`config.mk`:
```
export PLATFORM = sky130hd
export DESIGN_NAME = fp_result_collector_flat
export DESIGN_NICKNAME = d
export VERILOG_FILES = /design/src/rtl/fp_result_collector_if.sv /design/src/rtl/fp_result_collector.sv /design/src/flat_wrapper.sv
export SDC_FILE = /design/constraint.sdc
export NUM_CORES = 1
export LEC_CHECK = 0
export ABC_AREA = 1
export ABC_CLOCK_PERIOD_IN_PS = 4100
export CORE_AREA = 2 2 212 214
export DETAILED_ROUTE_END_ITERATION = 7
export DIE_AREA = 0 0 214 216
export PLACE_DENSITY_LB_ADDON = 0.15
export SLEW_MARGIN = 15
export SYNTH_ARGS = -nofsm -noshare
export SYNTH_HDL_FRONTEND = slang
export SYNTH_SLANG_ARGS = --single-unit
```
`constraint.sdc`:
```
create_clock -name i_Clk -period 4.1 [get_ports i_Clk]
set_input_delay 0.41 -clock i_Clk [delete_from_list [all_inputs] [get_ports i_Clk]]
set_output_delay 0.41 -clock i_Clk [all_outputs]
set_load 0.01 [all_outputs]
```
`src/rtl/fp_result_collector_if.sv`:
```
// Capture and drain bus between the FP multiplier, the result collector
// and the downstream consumer. The collector uses the slave view.
interface fp_result_collector_if #(
    parameter int pWidthExp = 8,
    parameter int pWidthMan = 23,
    parameter int pAddrW    = 3
);
    localparam int W = pWidthExp + pWidthMan + 1;

    // capture side (from multiplier)
    logic             i_ClkEn;
    logic [W-1:0]     iv_Result;
    logic [2:0]       i3_OutputID;
    logic             i_Overflow;
    logic             i_Underflow;
    logic             i_NAN;
    // drain side (to consumer)
    logic [W-1:0]     ov_Result;
    logic [2:0]       o3_ID;
    logic [2:0]       o3_Flags;
    logic             o_Valid;
    logic             i_Ready;
    // status / control
    logic [pAddrW:0]  ov_Count;
    logic             o_Full;
    logic             o_SeqErr;
    logic             o_DropErr;
    logic             i_Clear;

    modport master (
        output i_ClkEn, iv_Result, i3_OutputID, i_Overflow, i_Underflow, i_NAN,
        output i_Ready, i_Clear,
        input  ov_Result, o3_ID, o3_Flags, o_Valid, ov_Count, o_Full, o_SeqErr, o_DropErr
    );

    modport slave (
        input  i_ClkEn, iv_Result, i3_OutputID, i_Overflow, i_Underflow, i_NAN,
        input  i_Ready, i_Clear,
        output ov_Result, o3_ID, o3_Flags, o_Valid, ov_Count, o_Full, o_SeqErr, o_DropErr
    );
endinterface

```
`src/rtl/fp_result_collector.sv`:
```
// Collects FP multiplier results into a first-word-fall-through FIFO,
// checks that result IDs run 1..7 cyclically, and flags drops on overflow.
module fp_result_collector #(
    parameter int pPrecision = 1,
    parameter int pWidthExp  = 8,
    parameter int pWidthMan  = 23,
    parameter int pDepth     = 8,
    parameter int pAddrW     = 3
) (
    input  logic                  i_Clk,
    input  logic                  i_Rst,
    fp_result_collector_if.slave  bus
);
    localparam int W = pWidthExp + pWidthMan + 1;
    localparam logic [pAddrW:0] cDepth = (pAddrW+1)'(pDepth);

    // Elaboration guards: precision selector is informational only, and the
    // pointer wrap relies on pDepth being exactly 2**pAddrW.
    if (pPrecision < 0 || pPrecision > 2) begin : gBadPrecision
        $error("pPrecision must be 0, 1 or 2");
    end
    if (pDepth < 2 || pDepth != (1 << pAddrW)) begin : gBadDepth
        $error("pDepth must be a power of two >= 2 and equal 2**pAddrW");
    end

    typedef struct packed {
        logic [2:0]   flags;   // {Overflow, Underflow, NAN}
        logic [2:0]   id;
        logic [W-1:0] result;
    } entry_t;

    entry_t            mem [pDepth];
    entry_t            head;
    logic [pAddrW-1:0] rdPtr, wrPtr;
    logic [pAddrW:0]   count;
    logic [2:0]        expId;
    logic              seqErr, dropErr;
    logic              cap, pop, push, drop, full, valid, seqMis;

    // Capture/drain decode; a full FIFO can still accept when it pops the same cycle
    always_comb begin
        full   = (count == cDepth);
        valid  = (count != '0);
        cap    = bus.i_ClkEn && (bus.i3_OutputID != 3'd0);
        pop    = valid && bus.i_Ready;
        push   = cap && (!full || pop);
        drop   = cap && full && !pop;
        seqMis = cap && (bus.i3_OutputID != expId);
        head   = mem[rdPtr];
    end

    // Pointers, occupancy, expected ID and sticky errors (error set beats clear)
    always_ff @(posedge i_Clk) begin
        if (i_Rst) begin
            rdPtr   <= '0;
            wrPtr   <= '0;
            count   <= '0;
            expId   <= 3'd1;
            seqErr  <= 1'b0;
            dropErr <= 1'b0;
        end else begin
            if (push) wrPtr <= wrPtr + 1'b1;
            if (pop)  rdPtr <= rdPtr + 1'b1;
            if (push && !pop)      count <= count + 1'b1;
            else if (pop && !push) count <= count - 1'b1;
            if (cap) expId <= (bus.i3_OutputID == 3'd7) ? 3'd1 : bus.i3_OutputID + 3'd1;
            if (seqMis)           seqErr <= 1'b1;
            else if (bus.i_Clear) seqErr <= 1'b0;
            if (drop)             dropErr <= 1'b1;
            else if (bus.i_Clear) dropErr <= 1'b0;
        end
    end

    // Storage write; no reset needed since reads are masked while empty
    always_ff @(posedge i_Clk) begin
        if (!i_Rst && push)
            mem[wrPtr] <= '{flags:  {bus.i_Overflow, bus.i_Underflow, bus.i_NAN},
                            id:     bus.i3_OutputID,
                            result: bus.iv_Result};
    end

    // Head presentation: zeros while empty so reset leaves every output at 0
    always_comb begin
        bus.ov_Result = valid ? head.result : '0;
        bus.o3_ID     = valid ? head.id     : 3'd0;
        bus.o3_Flags  = valid ? head.flags  : 3'd0;
        bus.o_Valid   = valid;
        bus.ov_Count  = count;
        bus.o_Full    = full;
        bus.o_SeqErr  = seqErr;
        bus.o_DropErr = dropErr;
    end
endmodule

```
`src/flat_wrapper.sv`:
```
// flat-port wrapper written by rule: the top's interface ports become plain ports
module fp_result_collector_flat 
#(
    parameter int pPrecision = 1,
    parameter int pWidthExp  = 8,
    parameter int pWidthMan  = 23,
    parameter int pDepth     = 8,
    parameter int pAddrW     = 3
)
  (i_Clk, i_Rst, bus_i_ClkEn, bus_iv_Result, bus_i3_OutputID, bus_i_Overflow, bus_i_Underflow, bus_i_NAN, bus_i_Ready, bus_i_Clear, bus_ov_Result, bus_o3_ID, bus_o3_Flags, bus_o_Valid, bus_ov_Count, bus_o_Full, bus_o_SeqErr, bus_o_DropErr);
  fp_result_collector_if #(.pWidthExp(pWidthExp), .pWidthMan(pWidthMan), .pAddrW(pAddrW)) bus_i ();
  input  logic i_Clk;
  input  logic i_Rst;
  input wire logic [$bits(bus_i.i_ClkEn)-1:0] bus_i_ClkEn;
  input wire logic [$bits(bus_i.iv_Result)-1:0] bus_iv_Result;
  input wire logic [$bits(bus_i.i3_OutputID)-1:0] bus_i3_OutputID;
  input wire logic [$bits(bus_i.i_Overflow)-1:0] bus_i_Overflow;
  input wire logic [$bits(bus_i.i_Underflow)-1:0] bus_i_Underflow;
  input wire logic [$bits(bus_i.i_NAN)-1:0] bus_i_NAN;
  input wire logic [$bits(bus_i.i_Ready)-1:0] bus_i_Ready;
  input wire logic [$bits(bus_i.i_Clear)-1:0] bus_i_Clear;
  output wire logic [$bits(bus_i.ov_Result)-1:0] bus_ov_Result;
  output wire logic [$bits(bus_i.o3_ID)-1:0] bus_o3_ID;
  output wire logic [$bits(bus_i.o3_Flags)-1:0] bus_o3_Flags;
  output wire logic [$bits(bus_i.o_Valid)-1:0] bus_o_Valid;
  output wire logic [$bits(bus_i.ov_Count)-1:0] bus_ov_Count;
  output wire logic [$bits(bus_i.o_Full)-1:0] bus_o_Full;
  output wire logic [$bits(bus_i.o_SeqErr)-1:0] bus_o_SeqErr;
  output wire logic [$bits(bus_i.o_DropErr)-1:0] bus_o_DropErr;
  assign bus_i.i_ClkEn = bus_i_ClkEn;
  assign bus_i.iv_Result = bus_iv_Result;
  assign bus_i.i3_OutputID = bus_i3_OutputID;
  assign bus_i.i_Overflow = bus_i_Overflow;
  assign bus_i.i_Underflow = bus_i_Underflow;
  assign bus_i.i_NAN = bus_i_NAN;
  assign bus_i.i_Ready = bus_i_Ready;
  assign bus_i.i_Clear = bus_i_Clear;
  assign bus_ov_Result = bus_i.ov_Result;
  assign bus_o3_ID = bus_i.o3_ID;
  assign bus_o3_Flags = bus_i.o3_Flags;
  assign bus_o_Valid = bus_i.o_Valid;
  assign bus_ov_Count = bus_i.ov_Count;
  assign bus_o_Full = bus_i.o_Full;
  assign bus_o_SeqErr = bus_i.o_SeqErr;
  assign bus_o_DropErr = bus_i.o_DropErr;
  fp_result_collector #(.pPrecision(pPrecision), .pWidthExp(pWidthExp), .pWidthMan(pWidthMan), .pDepth(pDepth), .pAddrW(pAddrW)) u_core (.i_Clk(i_Clk), .i_Rst(i_Rst), .bus(bus_i));
endmodule
```
Yosys cells after proc, flatten, opt, wreduce, memory -nomap -nowiden
Memory sizes are Yosys's and may differ from the RTL's. A register that Yosys moved wholly into a read port is not among the register bits.
Index checks and enable logic that the tools add are counted.
{"block": "classes", "mux": 13, "n_reduce_logical": 19, "n_addsub": 5, "n_eq_ne": 3}
{"op": "$mux 32", "n": 1}
{"op": "$mux 3", "n": 5}
{"op": "$add 3x1->3 const B", "n": 3}
{"op": "$logic_and 1x1->1", "n": 9}
{"op": "$mux 4", "n": 2}
{"op": "$reduce_bool 2->1", "n": 3}
{"op": "$mux 1", "n": 5}
{"op": "$add 4x1->4 const B", "n": 1}
{"op": "$eq 4x4->1 const B", "n": 1}
{"op": "$logic_not 1->1", "n": 4}
{"op": "$reduce_bool 4->1", "n": 1}
{"op": "$sub 4x1->4 const B", "n": 1}
{"op": "$eq 3x3->1 const B", "n": 1}
{"op": "$ne 3x3->1", "n": 1}
{"op": "$reduce_bool 3->1", "n": 1}
{"op": "$logic_or 1x1->1", "n": 1}
{"block": "totals", "input_bits": 43, "reg_bits": 15, "mem_bits_rw": 304, "n_memories": 1, "wordCells": 47}
{"name": "u_core.mem", "words": 8, "word_bits": 38, "read_ports": 1, "rd_ports_with_merged_regs": 1, "write_ports": 1, "line": "fp_result_collector.sv:32", "text": "entry_t mem [pDepth];"}

Longest topological paths before layout
Gate-level depths: netlist (run 1).
{"block": "logic_depth", "word_depth": 8, "mapped_depth": 17}

Worst setup path after synthesis (run 1)
OpenSTA, ideal clock, no wires.
{"block": "synth_path", "path_type": "in2reg", "start": "in bus_i3_OutputID[0]", "end": "mem u_core.mem[0][0] in the netlist's numbering, enable pin", "path_slack_ns": 0.837, "arrival_ns": 2.830, "path_buffers": 0, "required_ns": 3.667, "cell_stages": 8, "cell_sequence": "inv_1 > ha_1 > nand2_1 > nand2_1 > inv_2 > nand2_1 > or2_1 > nor2_1"}
{"block": "synth_via", "elab_chain_len": 6}
{"element": "start: declaration", "line": "flat_wrapper.sv:16", "text": "input wire logic [$bits(bus_i.i3_OutputID)-1:0] bus_i3_OutputID;"}
{"element": "$reduce_bool 3->1", "line": "fp_result_collector.sv:44", "text": "cap = bus.i_ClkEn && (bus.i3_OutputID != 3'd0);"}
{"element": "$logic_and 1x1->1", "line": "fp_result_collector.sv:44"}
{"element": "$logic_and 1x1->1", "line": "fp_result_collector.sv:46", "text": "push = cap && (!full || pop);"}
{"element": "$logic_and 1x1->1", "line": "fp_result_collector.sv:76", "text": "if (!i_Rst && push)"}
{"element": "$mux 1", "line": "fp_result_collector.sv:76"}
{"element": "$mux 1 (implied by the code)", "line": "fp_result_collector.sv:77", "text": "mem[wrPtr] <= '{flags: {bus.i_Overflow, bus.i_Underflow, bus.i_NAN},"}
{"element": "end: declaration", "line": "fp_result_collector.sv:32"}
No other way between the ends.

==> metrics.txt, run 1 <==
# TYPE chip_impl_metric gauge
chip_impl_metric{name="synth_compound_gate_area_share",unit="%"} 8.12
chip_impl_metric{name="final_util",unit="%"} 36.0
chip_impl_metric{name="netSwitchingPower",unit="mW"} 3.02
chip_impl_metric{name="post_dp_cell_area",unit="um^2"} 14600
chip_impl_metric{name="remaining_drc_errors",unit=""} 0
chip_impl_metric{name="timing.reg2reg.worst_path_depth",unit=""} 13
chip_impl_metric{name="cts_hold_buffers_added",unit=""} 0
chip_impl_metric{name="timing.critical_path.required",unit="ns"} 3.69
chip_impl_metric{name="clock_tree.buffer_depth",unit=""} 3
chip_impl_metric{name="grt_start_max_net_pins",unit=""} 153
chip_impl_metric{name="place_hpwl",unit="um"} 17600
chip_impl_metric{name="cellPowerDensity",unit="nW/um^2"} 612
chip_impl_metric{name="post_cts_resize_count",unit=""} 0
chip_impl_metric{name="numClockSinks",unit=""} 322
chip_impl_info{name="clk_root_buffer_cell",value="sky130_fd_sc_hd__clkbuf_16"} 1
chip_impl_info{name="worst_r2r_endpoint",value="u_core.bus.ov_Count[3]"} 1
chip_impl_metric{name="grt_remaining_overflow",unit=""} 0
chip_impl_metric{name="finalSetupViolCount",unit=""} 0
chip_impl_metric{name="antenna_found_initial",unit=""} 0
chip_impl_metric{name="drt_iter0_drc",unit=""} 484
chip_impl_metric{name="min_path_cells",unit=""} 2
chip_impl_info{name="r2r_startpoint",value="u_core.bus.ov_Count[0]"} 1
chip_impl_metric{name="hold_violations",unit=""} 0
chip_impl_metric{name="initial_utilization",unit="%"} 29.8
chip_impl_metric{name="postSynthCellCount",unit=""} 1110
chip_impl_info{name="layout.cells.most_common",value="sky130_fd_sc_hd__nor2_1"} 1
chip_impl_info{name="cts_tree",value="yes"} 1
chip_impl_metric{name="cts.htree.levels",unit=""} 2
chip_impl_metric{name="post_synth_and_or_nand_nor_area_fraction",unit="%"} 14.3
chip_impl_metric{name="drt_first_pass_iters",unit=""} 4
chip_impl_metric{name="syn_to_final_growth",unit="%"} 20.9
chip_impl_metric{name="critPathArrivalTime",unit="ns"} 3.05
chip_impl_metric{name="power_switching_share",unit="%"} 31.3
chip_impl_metric{name="yosysUniqueCellTypes",unit=""} 26
chip_impl_metric{name="first_pass_grt_wire_length",unit="um"} 50900
chip_impl_metric{name="worst_skew_pair.late_latency",unit="ns"} 0.55
chip_impl_metric{name="number_of_global_route_vias_before_repair",unit=""} 8256
chip_impl_metric{name="maxCapViolations",unit=""} 0
chip_impl_metric{name="boundaryPins",unit=""} 89
chip_impl_metric{name="setup_slack",unit="ns"} 0.640
chip_impl_metric{name="f_max",unit="MHz"} 289
chip_impl_metric{name="design_area",unit="um^2"} 15800
chip_impl_metric{name="ir_drop",unit="V"} 0.000320
chip_impl_info{name="timing_worst_setup_path_type",value="reg2out"} 1
chip_impl_metric{name="overall_global_routing_usage",unit="%"} 14.2
chip_impl_metric{name="leakage",unit="nW"} 5.37
chip_impl_metric{name="post_place_setup_slack",unit="ns"} 0.708
chip_impl_metric{name="syn_nets",unit=""} 1162
chip_impl_metric{name="vias_per_cell",unit=""} 4.53
chip_impl_metric{name="worst-r2r-setup-slack",unit="ns"} 1.80
chip_impl_metric{name="core-area",unit="um^2"} 43800
chip_impl_metric{name="synth_warnings",unit=""} 0
chip_impl_info{name="grt_setup_unrepaired",value="no"} 1
chip_impl_metric{name="relSlewSlack",unit="%"} 43.9
chip_impl_metric{name="post_route_cells_drive_above_1_share",unit="%"} 7.59
chip_impl_metric{name="postSynthRegisterBits",unit=""} 322
chip_impl_info{name="dominant_combinational_cell_family_by_area_after_synthesis",value="simple AND/OR/NAND/NOR gates"} 1
chip_impl_info{name="worst_hold_endpoint",value="u_core.expId[2]"} 1
chip_impl_metric{name="p_comb_share",unit="%"} 27.5
chip_impl_metric{name="final-max-slew-violation-count",unit=""} 0
chip_impl_metric{name="die-width",unit="um"} 214
chip_impl_metric{name="clock_power_share",unit="%"} 33.2
chip_impl_metric{name="post-cts-setup-buffers",unit=""} 0
chip_impl_metric{name="tightestPinTransition",unit="ns"} 0.840
chip_impl_metric{name="dr_vias",unit=""} 8240
chip_impl_metric{name="num_antenna_cells",unit=""} 0
chip_impl_metric{name="post_synth_xor_area_fraction",unit="%"} 0.269
chip_impl_metric{name="seq_power_share",unit="%"} 39.2
chip_impl_metric{name="synth-seq-area-share",unit="%"} 72.7
chip_impl_metric{name="period_needed",unit="ns"} 3.46
chip_impl_metric{name="numCtsBuffers",unit=""} 37
chip_impl_metric{name="final.period_utilization",unit="%"} 84.4
chip_impl_metric{name="globalplace.congestion",unit=""} 0.746
chip_impl_metric{name="netlist_area_before_placement",unit="um^2"} 13000
chip_impl_metric{name="clk_transition_reported_paths",unit="ns"} 0.06
chip_impl_metric{name="synthMuxAreaShare",unit="%"} 0
chip_impl_metric{name="fp.dieArea",unit="um^2"} 46200
chip_impl_metric{name="drt_wl_total",unit="um"} 32400
chip_impl_info{name="worst_hold_path_type",value="reg2reg"} 1
chip_impl_metric{name="die_h",unit="um"} 216
chip_impl_metric{name="fin_tns_setup",unit="ns"} 0
chip_impl_metric{name="nNetsFinal",unit=""} 1251
chip_impl_metric{name="port_buffers",unit=""} 88
chip_impl_metric{name="critPathMaxFanout",unit=""} 44
chip_impl_metric{name="wire_per_inst",unit="um"} 17.8
chip_impl_info{name="worst_hold_startpoint",value="u_core.expId[2]"} 1
chip_impl_info{name="critPathCaptureType",value="primary output"} 1
chip_impl_metric{name="rows",unit=""} 77
chip_impl_metric{name="postSynthAreaPerCell",unit="um^2"} 11.8
chip_impl_info{name="commonest_non_fill_non_tap_cells_in_the_layout",value="sky130_fd_sc_hd__nor2_1 (355), sky130_fd_sc_hd__edfxtp_1 (304), sky130_fd_sc_hd__o21ai_0 (134), sky130_fd_sc_hd__clkdlybuf4s50_1 (88), sky130_fd_sc_hd__nand2_1 (67)"} 1
chip_impl_metric{name="cell_internal_pwr",unit="mW"} 6.63
chip_impl_metric{name="synth_fa_ha_area_share",unit="%"} 0.921
chip_impl_metric{name="detail-route-antenna-nets",unit=""} 0
chip_impl_info{name="run_status",value="finished, final reports clean"} 1
chip_impl_info{name="startpoint_type",value="flip-flop"} 1
chip_impl_metric{name="finalClockSkew",unit="ns"} 0.0145
==> sequential cells by signal (all words and copies together), names as in the netlist, named ones only <==
signal and count:
u_core.mem 304, u_core.bus.ov_Count 4, u_core.expId 3, u_core.rdPtr 3
u_core.wrPtr 3, u_core.bus.o_DropErr 1, u_core.bus.o_SeqErr 1
==> through the flow <==
stage	total power [mW]	cells	hold WS, ns
final	9.65	1818	0.472
after global routing	10.2	1818	0.498
after CTS	9.86	1818	0.471
after detailed placement	6.59	1752	0.466
after global placement	6.61	1752	0.466
after floorplan	5.36	1110	0.444
==> worst max path at each step <==
stage	start	to	depth (start not counted)
floorplan	bus_i3_OutputID[0]	u_core.mem[0][0]	8
global placement	bus_i3_OutputID[0]	u_core.mem[0][19]	10
detailed placement	bus_i3_OutputID[0]	u_core.mem[0][23]	10
CTS	flip-flop	bus_o3_Flags[2]	7
global route	flip-flop	bus_ov_Result[13]	7
finish	flip-flop	bus_o3_Flags[2]	7
==> final cells by class <==
type                    count  area [um^2]
clock inverters            21          205
fillers                  4328        28100
flip-flops and latches    322         9500
multi-input cells         703         3140
well taps                 592          741
clock buffers              45          966
repair buffers            113         1130
inverters                  22         85.1
==> per-layer routing <==
layer / GRT usage (%) / vias up / part of all wire [%]
met5: 0 / - / 0
met4: 4.69 / 0 / 2.3
met2: 22.5 / 144 / 46
li1: - / 4045 / -
met3: 2.44 / 43 / 3.6
met1: 19.8 / 4008 / 48
==> power groups by stage <==
| stage | Sequential [mW] | Combinational (mW) | Clock (mW) |
|---|---|---|---|
| final | 3.79 | 2.66 | 3.21 |
| after CTS | 3.79 | 2.75 | 3.32 |
| after global routing | 3.80 | 2.98 | 3.45 |
| after global placement | 3.86 | 2.75 | 0 |
| after detailed placement | 3.86 | 2.73 | 0 |
| after floorplan | 3.81 | 1.55 | 0 |
==> synthesized netlist by cell type, drive strengths merged <==
cell type / count / share of area (%)
dfxtp: 18 / 2.8
nand2: 67 / 1.9
ha: 8 / 0.77
nand3: 45 / 1.7
inv: 22 / 0.65
fa: 1 / 0.15
o211ai: 1 / 0.058
a21oi: 11 / 0.42
nor2: 363 / 10
nand4: 1 / 0.048
clkbuf: 25 / 0.75
buf: 38 / 2.3
o21ai: 199 / 7.6
nor4: 1 / 0.048
xor2: 4 / 0.27
or2: 2 / 0.096
edfxtp: 304 / 70
==> kinds of logic after synthesis <==
group | count (synthesis)
simple gates | 479
xor+xnor | 4
fa+ha+maj | 9
buf+inv | 85
flops | 322
compound gates | 211
==> worst max-delay path, stage by stage, from the launching register on <==
cell                              delay [ns]
sky130_fd_sc_hd__dfxtp_4                0.68
sky130_fd_sc_hd__inv_2                  0.49
sky130_fd_sc_hd__nor2_1                 0.19
sky130_fd_sc_hd__o21ai_1                0.08
sky130_fd_sc_hd__nand3_1                0.11
sky130_fd_sc_hd__nand2_1                0.05
sky130_fd_sc_hd__nor2_1                 0.29
sky130_fd_sc_hd__clkdlybuf4s50_1        0.61
Power figures use the tool's default switching activity.
==> inputs of run 2 (changes only) <==
--- a/config.mk
+++ b/config.mk
@@ -6,7 +6,7 @@
 export NUM_CORES = 1
 export LEC_CHECK = 0
 export ABC_AREA = 1
-export ABC_CLOCK_PERIOD_IN_PS = 4100
+export ABC_CLOCK_PERIOD_IN_PS = 3100
 export CORE_AREA = 2 2 212 214
 export DETAILED_ROUTE_END_ITERATION = 7
 export DIE_AREA = 0 0 214 216
==> constraint.sdc (replaced) <==
create_clock -name i_Clk -period 3.1 [get_ports i_Clk]
set_input_delay 0.31 -clock i_Clk [delete_from_list [all_inputs] [get_ports i_Clk]]
set_output_delay 0.31 -clock i_Clk [all_outputs]
set_load 0.01 [all_outputs]
==> metrics.txt, run 2 (synthesized netlist as in run 1, its figures left out) <==
# TYPE chip_impl_metric gauge
chip_impl_info{name="run_status",value="finished, final reports clean"} 1
chip_impl_metric{name="post_route_cells_drive_above_1_share",unit="%"} 8.56
chip_impl_info{name="worst_hold_path_type",value="in2reg"} 1
chip_impl_metric{name="grt_start_max_net_pins",unit=""} 74
chip_impl_info{name="critical_path.top_delay_family",value="buffers and inverters"} 1
chip_impl_info{name="commonest_non_fill_non_tap_cells_in_the_layout",value="sky130_fd_sc_hd__nor2_1 (355), sky130_fd_sc_hd__edfxtp_1 (304), sky130_fd_sc_hd__o21ai_0 (134), sky130_fd_sc_hd__clkdlybuf4s50_1 (88), sky130_fd_sc_hd__nand2_1 (67)"} 1
chip_impl_metric{name="grt_remaining_overflow",unit=""} 0
chip_impl_metric{name="final_util",unit="%"} 36.4
chip_impl_metric{name="worst-r2r-setup-slack",unit="ns"} 0.61
chip_impl_info{name="worst_r2r_endpoint",value="u_core.bus.ov_Count[3]"} 1
chip_impl_info{name="startpoint_type",value="flip-flop"} 1
chip_impl_metric{name="overall_global_routing_usage",unit="%"} 14.1
chip_impl_metric{name="fin_tns_setup",unit="ns"} 0
chip_impl_info{name="critical_path.most_common_cell",value="sky130_fd_sc_hd__nor2_1"} 1
chip_impl_metric{name="period_needed",unit="ns"} 2.94
chip_impl_metric{name="dpl.cell_count",unit=""} 1761
chip_impl_metric{name="timing.hold.ws",unit="ns"} 0.441
chip_impl_info{name="layout.cells.most_common",value="sky130_fd_sc_hd__nor2_1"} 1
chip_impl_metric{name="boundaryPins",unit=""} 89
chip_impl_metric{name="hold_violations",unit=""} 0
chip_impl_metric{name="antenna_found_initial",unit=""} 0
chip_impl_metric{name="max_stage_delay",unit="ns"} 0.62
chip_impl_info{name="cells_along_the_critical_path",value="buf_12 -> nor2_1 -> nor2_1 -> o21ai_1 -> nand3_1 -> nand2_1 -> nor2_1 -> clkdlybuf4s50_1"} 1
chip_impl_metric{name="cts_hold_buffers_added",unit=""} 0
chip_impl_metric{name="timing.critical_path.required",unit="ns"} 2.79
chip_impl_info{name="worst_hold_endpoint",value="u_core.bus.o_DropErr"} 1
chip_impl_metric{name="numClockSinks",unit=""} 322
chip_impl_metric{name="drt_wl_total",unit="um"} 32300
chip_impl_info{name="worst_hold_startpoint",value="bus_i_Clear"} 1
chip_impl_metric{name="worst_skew_pair.late_latency",unit="ns"} 0.54
chip_impl_metric{name="nNetsFinal",unit=""} 1262
chip_impl_metric{name="ir_drop",unit="V"} 0.000466
chip_impl_metric{name="first_pass_grt_wire_length",unit="um"} 50700
chip_impl_metric{name="fp.dieArea",unit="um^2"} 46200
chip_impl_info{name="grt_setup_unrepaired",value="no"} 1
chip_impl_metric{name="clock_tree.buffer_depth",unit=""} 3
chip_impl_metric{name="critPathMaxFanout",unit=""} 48
chip_impl_metric{name="relSlewSlack",unit="%"} 43.8
chip_impl_metric{name="place_hpwl",unit="um"} 18300
chip_impl_metric{name="finalSetupViolCount",unit=""} 0
chip_impl_metric{name="timing.reg2reg.worst_path_depth",unit=""} 13
chip_impl_metric{name="port_buffers",unit=""} 88
chip_impl_metric{name="remaining_drc_errors",unit=""} 0
chip_impl_metric{name="worst-path-buf-inv",unit=""} 2
chip_impl_metric{name="core-area",unit="um^2"} 43800
chip_impl_metric{name="globalplace.congestion",unit=""} 0.716
chip_impl_info{name="critical-path-slowest-cell",value="sky130_fd_sc_hd__clkdlybuf4s50_1"} 1
chip_impl_metric{name="num_antenna_cells",unit=""} 0
chip_impl_metric{name="die-width",unit="um"} 214
chip_impl_metric{name="final-instance-count-excl-fill",unit=""} 1831
chip_impl_metric{name="initial_utilization",unit="%"} 29.8
chip_impl_metric{name="dr_vias",unit=""} 8356
chip_impl_metric{name="rows",unit=""} 77
chip_impl_metric{name="post_place_setup_slack",unit="ns"} 0.226
chip_impl_metric{name="f_max",unit="MHz"} 340
chip_impl_metric{name="setup_slack",unit="ns"} 0.160
chip_impl_metric{name="drt_first_pass_iters",unit=""} 5
chip_impl_metric{name="syn_to_final_growth",unit="%"} 22.4
chip_impl_info{name="critPathCaptureType",value="primary output"} 1
chip_impl_metric{name="maxCapViolations",unit=""} 0
chip_impl_info{name="r2r_startpoint",value="u_core.bus.ov_Count[1]"} 1
chip_impl_info{name="registers.top_by_ff_count",value="u_core.mem"} 1
chip_impl_metric{name="finalClockSkew",unit="ns"} 0.0237
chip_impl_metric{name="min_path_cells",unit=""} 4
chip_impl_metric{name="critPathArrivalTime",unit="ns"} 2.63
chip_impl_metric{name="die_h",unit="um"} 216
chip_impl_info{name="clk_root_buffer_cell",value="sky130_fd_sc_hd__clkbuf_16"} 1
chip_impl_metric{name="wire_per_inst",unit="um"} 17.6
chip_impl_metric{name="numCtsBuffers",unit=""} 38
chip_impl_info{name="timing_worst_setup_path_type",value="reg2out"} 1
chip_impl_metric{name="detail-route-antenna-nets",unit=""} 0
chip_impl_info{name="cts_tree",value="yes"} 1
chip_impl_metric{name="drt_iter0_drc",unit=""} 484
chip_impl_metric{name="leakage",unit="nW"} 5.47
chip_impl_metric{name="cellPowerDensity",unit="nW/um^2"} 806
chip_impl_metric{name="tightestPinTransition",unit="ns"} 0.842
chip_impl_metric{name="number_of_global_route_vias_before_repair",unit=""} 8369
chip_impl_metric{name="cts.htree.levels",unit=""} 2
chip_impl_metric{name="vias_per_cell",unit=""} 4.56
chip_impl_metric{name="largest_register_ffs",unit=""} 304
chip_impl_metric{name="filler_cells",unit=""} 4276
chip_impl_metric{name="final-max-slew-violation-count",unit=""} 0
chip_impl_metric{name="clk_transition_reported_paths",unit="ns"} 0.06
chip_impl_metric{name="final.period_utilization",unit="%"} 94.8
run 2: what timing repair did:
| item | 4_1_cts | 5_1_grt |
|---|---|---|
| gates resized for setup | 0 | 5 |
| endpoints found under the setup margin | 15 | 24 |
| setup buffers | 1 | 0 |
| pin swaps | 0 | 0 |
run 2: tightest hold or removal path: stages:
cell and delay [ns]:
sky130_fd_sc_hd__clkdlybuf4s50_1 0.40, sky130_fd_sc_hd__inv_1 0.08, sky130_fd_sc_hd__a21oi_1 0.06, sky130_fd_sc_hd__nor2_1 0.08
run 2: final cells by class:
type | instances | area, um^2 | share of cell area, %
well taps | 592 | 741 | 4.64
multi-input cells | 703 | 3140 | 19.7
flip-flops and latches | 322 | 9500 | 59.5
clock buffers | 45 | 998 | 6.26
repair buffers | 123 | 1300 | 8.14
clock inverters | 24 | 191 | 1.20
inverters | 22 | 87.6 | 0.549
run 2: worst max path at each step:
stage	end	depth (start not counted)	startpoint
after floorplan	u_core.mem[0][0]	8	bus_i3_OutputID[0]
after global placement	u_core.bus.ov_Count[3]	17	bus_i3_OutputID[0]
after detailed placement	u_core.bus.ov_Count[3]	17	bus_i3_OutputID[0]
after CTS	bus_ov_Result[14]	7	flip-flop
after global routing	bus_o3_Flags[2]	8	flip-flop
final	bus_o3_Flags[2]	8	flip-flop
run 2: report_power, final:
group / leakage, nW / internal (mW) / switching (mW)
Combinational: 1.99 / 1.50 / 2.12
Clock: 0.582 / 2.48 / 1.77
Sequential: 2.89 / 4.89 / 0.106
run 2: per-stage QoR:
step	total power, mW	area [um^2]
2_1_floorplan	7.09	13000
3_3_place_gp	8.76	14700
3_5_place_dp	8.76	14700
4_1_cts	13.1	15900
5_1_grt	13.6	16000
6_report	12.9	16000
run 2: metal layers:
layer	vias to the layer above	part of all wire (%)	wire length (um)	track usage (%)
met5	-	0	0	0
met4	0	1.8	590	3.66
met3	45	4.3	1400	2.71
met2	157	46	15000	22.9
met1	4083	47	15300	19.3
li1	4071	-	-	-
==> inputs of run 3 (changes only) <==
--- a/config.mk
+++ b/config.mk
@@ -15,3 +15,4 @@
 export SYNTH_ARGS = -nofsm -noshare
 export SYNTH_HDL_FRONTEND = slang
 export SYNTH_SLANG_ARGS = --single-unit
+export TNS_END_PERCENT = 20
==> metrics.txt, run 3 (synthesized netlist as in run 1, its figures left out) <==
# TYPE chip_impl_metric gauge
chip_impl_info{name="run_status",value="finished, final reports clean"} 1
chip_impl_info{name="critical_path.top_delay_family",value="buffers and inverters"} 1
chip_impl_metric{name="syn_to_final_growth",unit="%"} 21.6
chip_impl_metric{name="drt_iter0_drc",unit=""} 594
chip_impl_info{name="grt_setup_unrepaired",value="no"} 1
chip_impl_metric{name="clock_tree.buffer_depth",unit=""} 3
chip_impl_metric{name="critPathMaxFanout",unit=""} 24
chip_impl_metric{name="clk_transition_reported_paths",unit="ns"} 0.06
chip_impl_metric{name="setup_slack",unit="ns"} 0.168
chip_impl_info{name="critPathCaptureType",value="primary output"} 1
chip_impl_metric{name="globalplace.congestion",unit=""} 0.725
chip_impl_metric{name="place_hpwl",unit="um"} 18100
chip_impl_info{name="critical_path.most_common_cell",value="sky130_fd_sc_hd__nor2_1"} 1
chip_impl_info{name="cells_along_the_critical_path",value="nor2_1 -> nand3_2 -> buf_4 -> nand2_1 -> nor2_1 -> clkdlybuf4s50_1"} 1
chip_impl_metric{name="boundaryPins",unit=""} 89
chip_impl_metric{name="cts_hold_buffers_added",unit=""} 0
chip_impl_metric{name="hold_violations",unit=""} 0
chip_impl_metric{name="tightestPinTransition",unit="ns"} 0.885
chip_impl_info{name="commonest_non_fill_non_tap_cells_in_the_layout",value="sky130_fd_sc_hd__nor2_1 (353), sky130_fd_sc_hd__edfxtp_1 (304), sky130_fd_sc_hd__o21ai_0 (134), sky130_fd_sc_hd__clkdlybuf4s50_1 (88), sky130_fd_sc_hd__nand2_1 (67)"} 1
chip_impl_metric{name="fp.dieArea",unit="um^2"} 46200
chip_impl_metric{name="drt_wl_total",unit="um"} 32400
chip_impl_metric{name="final.period_utilization",unit="%"} 94.6
chip_impl_metric{name="first_pass_grt_wire_length",unit="um"} 50200
chip_impl_metric{name="timing.reg2reg.worst_path_depth",unit=""} 13
chip_impl_metric{name="dr_vias",unit=""} 8290
chip_impl_metric{name="period_needed",unit="ns"} 2.93
chip_impl_metric{name="antenna_found_initial",unit=""} 0
chip_impl_metric{name="min_path_cells",unit=""} 4
chip_impl_metric{name="number_of_global_route_vias_before_repair",unit=""} 8320
chip_impl_metric{name="port_buffers",unit=""} 88
chip_impl_metric{name="vias_per_cell",unit=""} 4.54
chip_impl_metric{name="detail-route-antenna-nets",unit=""} 0
chip_impl_metric{name="timing.hold.ws",unit="ns"} 0.418
chip_impl_info{name="critical-path-slowest-cell",value="sky130_fd_sc_hd__clkdlybuf4s50_1"} 1
chip_impl_metric{name="largest_register_ffs",unit=""} 304
chip_impl_metric{name="numClockSinks",unit=""} 322
chip_impl_metric{name="fin_tns_setup",unit="ns"} 0
chip_impl_metric{name="ir_drop",unit="V"} 0.000399
chip_impl_metric{name="relSlewSlack",unit="%"} 40.9
chip_impl_metric{name="nNetsFinal",unit=""} 1263
chip_impl_metric{name="die_h",unit="um"} 216
chip_impl_metric{name="post_route_cells_drive_above_1_share",unit="%"} 8.20
chip_impl_metric{name="worst_skew_pair.late_latency",unit="ns"} 0.54
chip_impl_metric{name="finalSetupViolCount",unit=""} 0
chip_impl_metric{name="post_place_setup_slack",unit="ns"} 0.266
chip_impl_metric{name="cts.htree.levels",unit=""} 2
chip_impl_metric{name="leakage",unit="nW"} 5.42
chip_impl_metric{name="dpl.cell_count",unit=""} 1762
chip_impl_metric{name="max_stage_delay",unit="ns"} 0.61
chip_impl_metric{name="grt_start_max_net_pins",unit=""} 82
chip_impl_metric{name="drt_first_pass_iters",unit=""} 5
chip_impl_metric{name="rows",unit=""} 77
chip_impl_metric{name="remaining_drc_errors",unit=""} 0
chip_impl_metric{name="numCtsBuffers",unit=""} 37
chip_impl_metric{name="timing.critical_path.required",unit="ns"} 2.79
chip_impl_metric{name="worst-path-buf-inv",unit=""} 2
chip_impl_metric{name="grt_remaining_overflow",unit=""} 0
chip_impl_metric{name="core-area",unit="um^2"} 43800
chip_impl_metric{name="overall_global_routing_usage",unit="%"} 14.1
chip_impl_info{name="worst_hold_path_type",value="in2reg"} 1
chip_impl_metric{name="f_max",unit="MHz"} 341
chip_impl_metric{name="critPathArrivalTime",unit="ns"} 2.62
chip_impl_metric{name="wire_per_inst",unit="um"} 17.8
chip_impl_metric{name="finalClockSkew",unit="ns"} 0.0216
chip_impl_metric{name="final-instance-count-excl-fill",unit=""} 1824
chip_impl_metric{name="maxCapViolations",unit=""} 0
chip_impl_metric{name="cellPowerDensity",unit="nW/um^2"} 795
chip_impl_info{name="layout.cells.most_common",value="sky130_fd_sc_hd__nor2_1"} 1
chip_impl_metric{name="final-max-slew-violation-count",unit=""} 0
chip_impl_info{name="timing_worst_setup_path_type",value="reg2out"} 1
chip_impl_metric{name="die-width",unit="um"} 214
chip_impl_info{name="startpoint_type",value="flip-flop"} 1
chip_impl_metric{name="initial_utilization",unit="%"} 29.8
chip_impl_metric{name="num_antenna_cells",unit=""} 0
chip_impl_info{name="cts_tree",value="yes"} 1
chip_impl_info{name="registers.top_by_ff_count",value="u_core.mem"} 1
chip_impl_info{name="clk_root_buffer_cell",value="sky130_fd_sc_hd__clkbuf_16"} 1
chip_impl_metric{name="critical_path_cell_count",unit=""} 6
run 3: tightest hold or removal path, stage by stage:
cell and delay, ns:
sky130_fd_sc_hd__clkdlybuf4s50_1 0.40, sky130_fd_sc_hd__inv_1 0.07, sky130_fd_sc_hd__a21oi_1 0.06, sky130_fd_sc_hd__nor2_1 0.08
run 3: routing by layer:
layer / vias to the layer above / track usage (%) / part of all wire (%)
met5: - / 0 / 0
met4: 0 / 4.57 / 1.9
met3: 42 / 2.28 / 3.9
met2: 152 / 23.3 / 47
met1: 4026 / 18.9 / 47
li1: 4070 / - / -
run 3: what timing repair did:
| action | 4_1_cts | 5_1_grt |
|---|---|---|
| buffers inserted | 1 | 1 |
| cloned | 0 | 0 |
| resized for setup | 0 | 6 |
| pin swaps | 0 | 0 |
| endpoints found under the setup margin | 24 | 15 |
run 3: area by class of cell:
class / count / area [um^2]
flip-flops and latches: 322 / 9500
repair buffers: 125 / 1320
clock inverters: 13 / 91.3
clock buffers: 47 / 985
multi-input cells: 703 / 3150
inverters: 22 / 85.1
fillers: 4311 / 28000
well taps: 592 / 741
run 3: power breakdown:
| part | total [mW] | switching [mW] | leakage [nW] | internal (mW) |
|---|---|---|---|---|
| sequential | 5.01 | 0.119 | 2.89 | 4.89 |
| combinational | 3.65 | 2.15 | 2.01 | 1.50 |
| clock | 3.96 | 1.71 | 0.523 | 2.25 |
run 3: per-stage QoR:
| step | power (mW) | cell area (um^2) | utilization [%] |
|---|---|---|---|
| after floorplan | 7.09 | 13000 | - |
| after global placement | 8.76 | 14700 | 33.6 |
| after detailed placement | 8.75 | 14700 | 33.6 |
| after CTS | 12.8 | 15800 | 36.1 |
| after global routing | 13.4 | 15900 | 36.2 |
| final | 12.6 | 15900 | 36.2 |
run 3: final timing paths:
check                                            start                      to  slack [ns]
worst min-delay path                       bus_i_Clear    u_core.bus.o_DropErr        0.42
worst max-delay path            u_core.bus.ov_Count[0]         bus_o3_Flags[2]        0.17
worst max register to register  u_core.bus.ov_Count[0]  u_core.bus.ov_Count[3]        0.80
worst min register to register         u_core.expId[2]         u_core.expId[2]        0.47
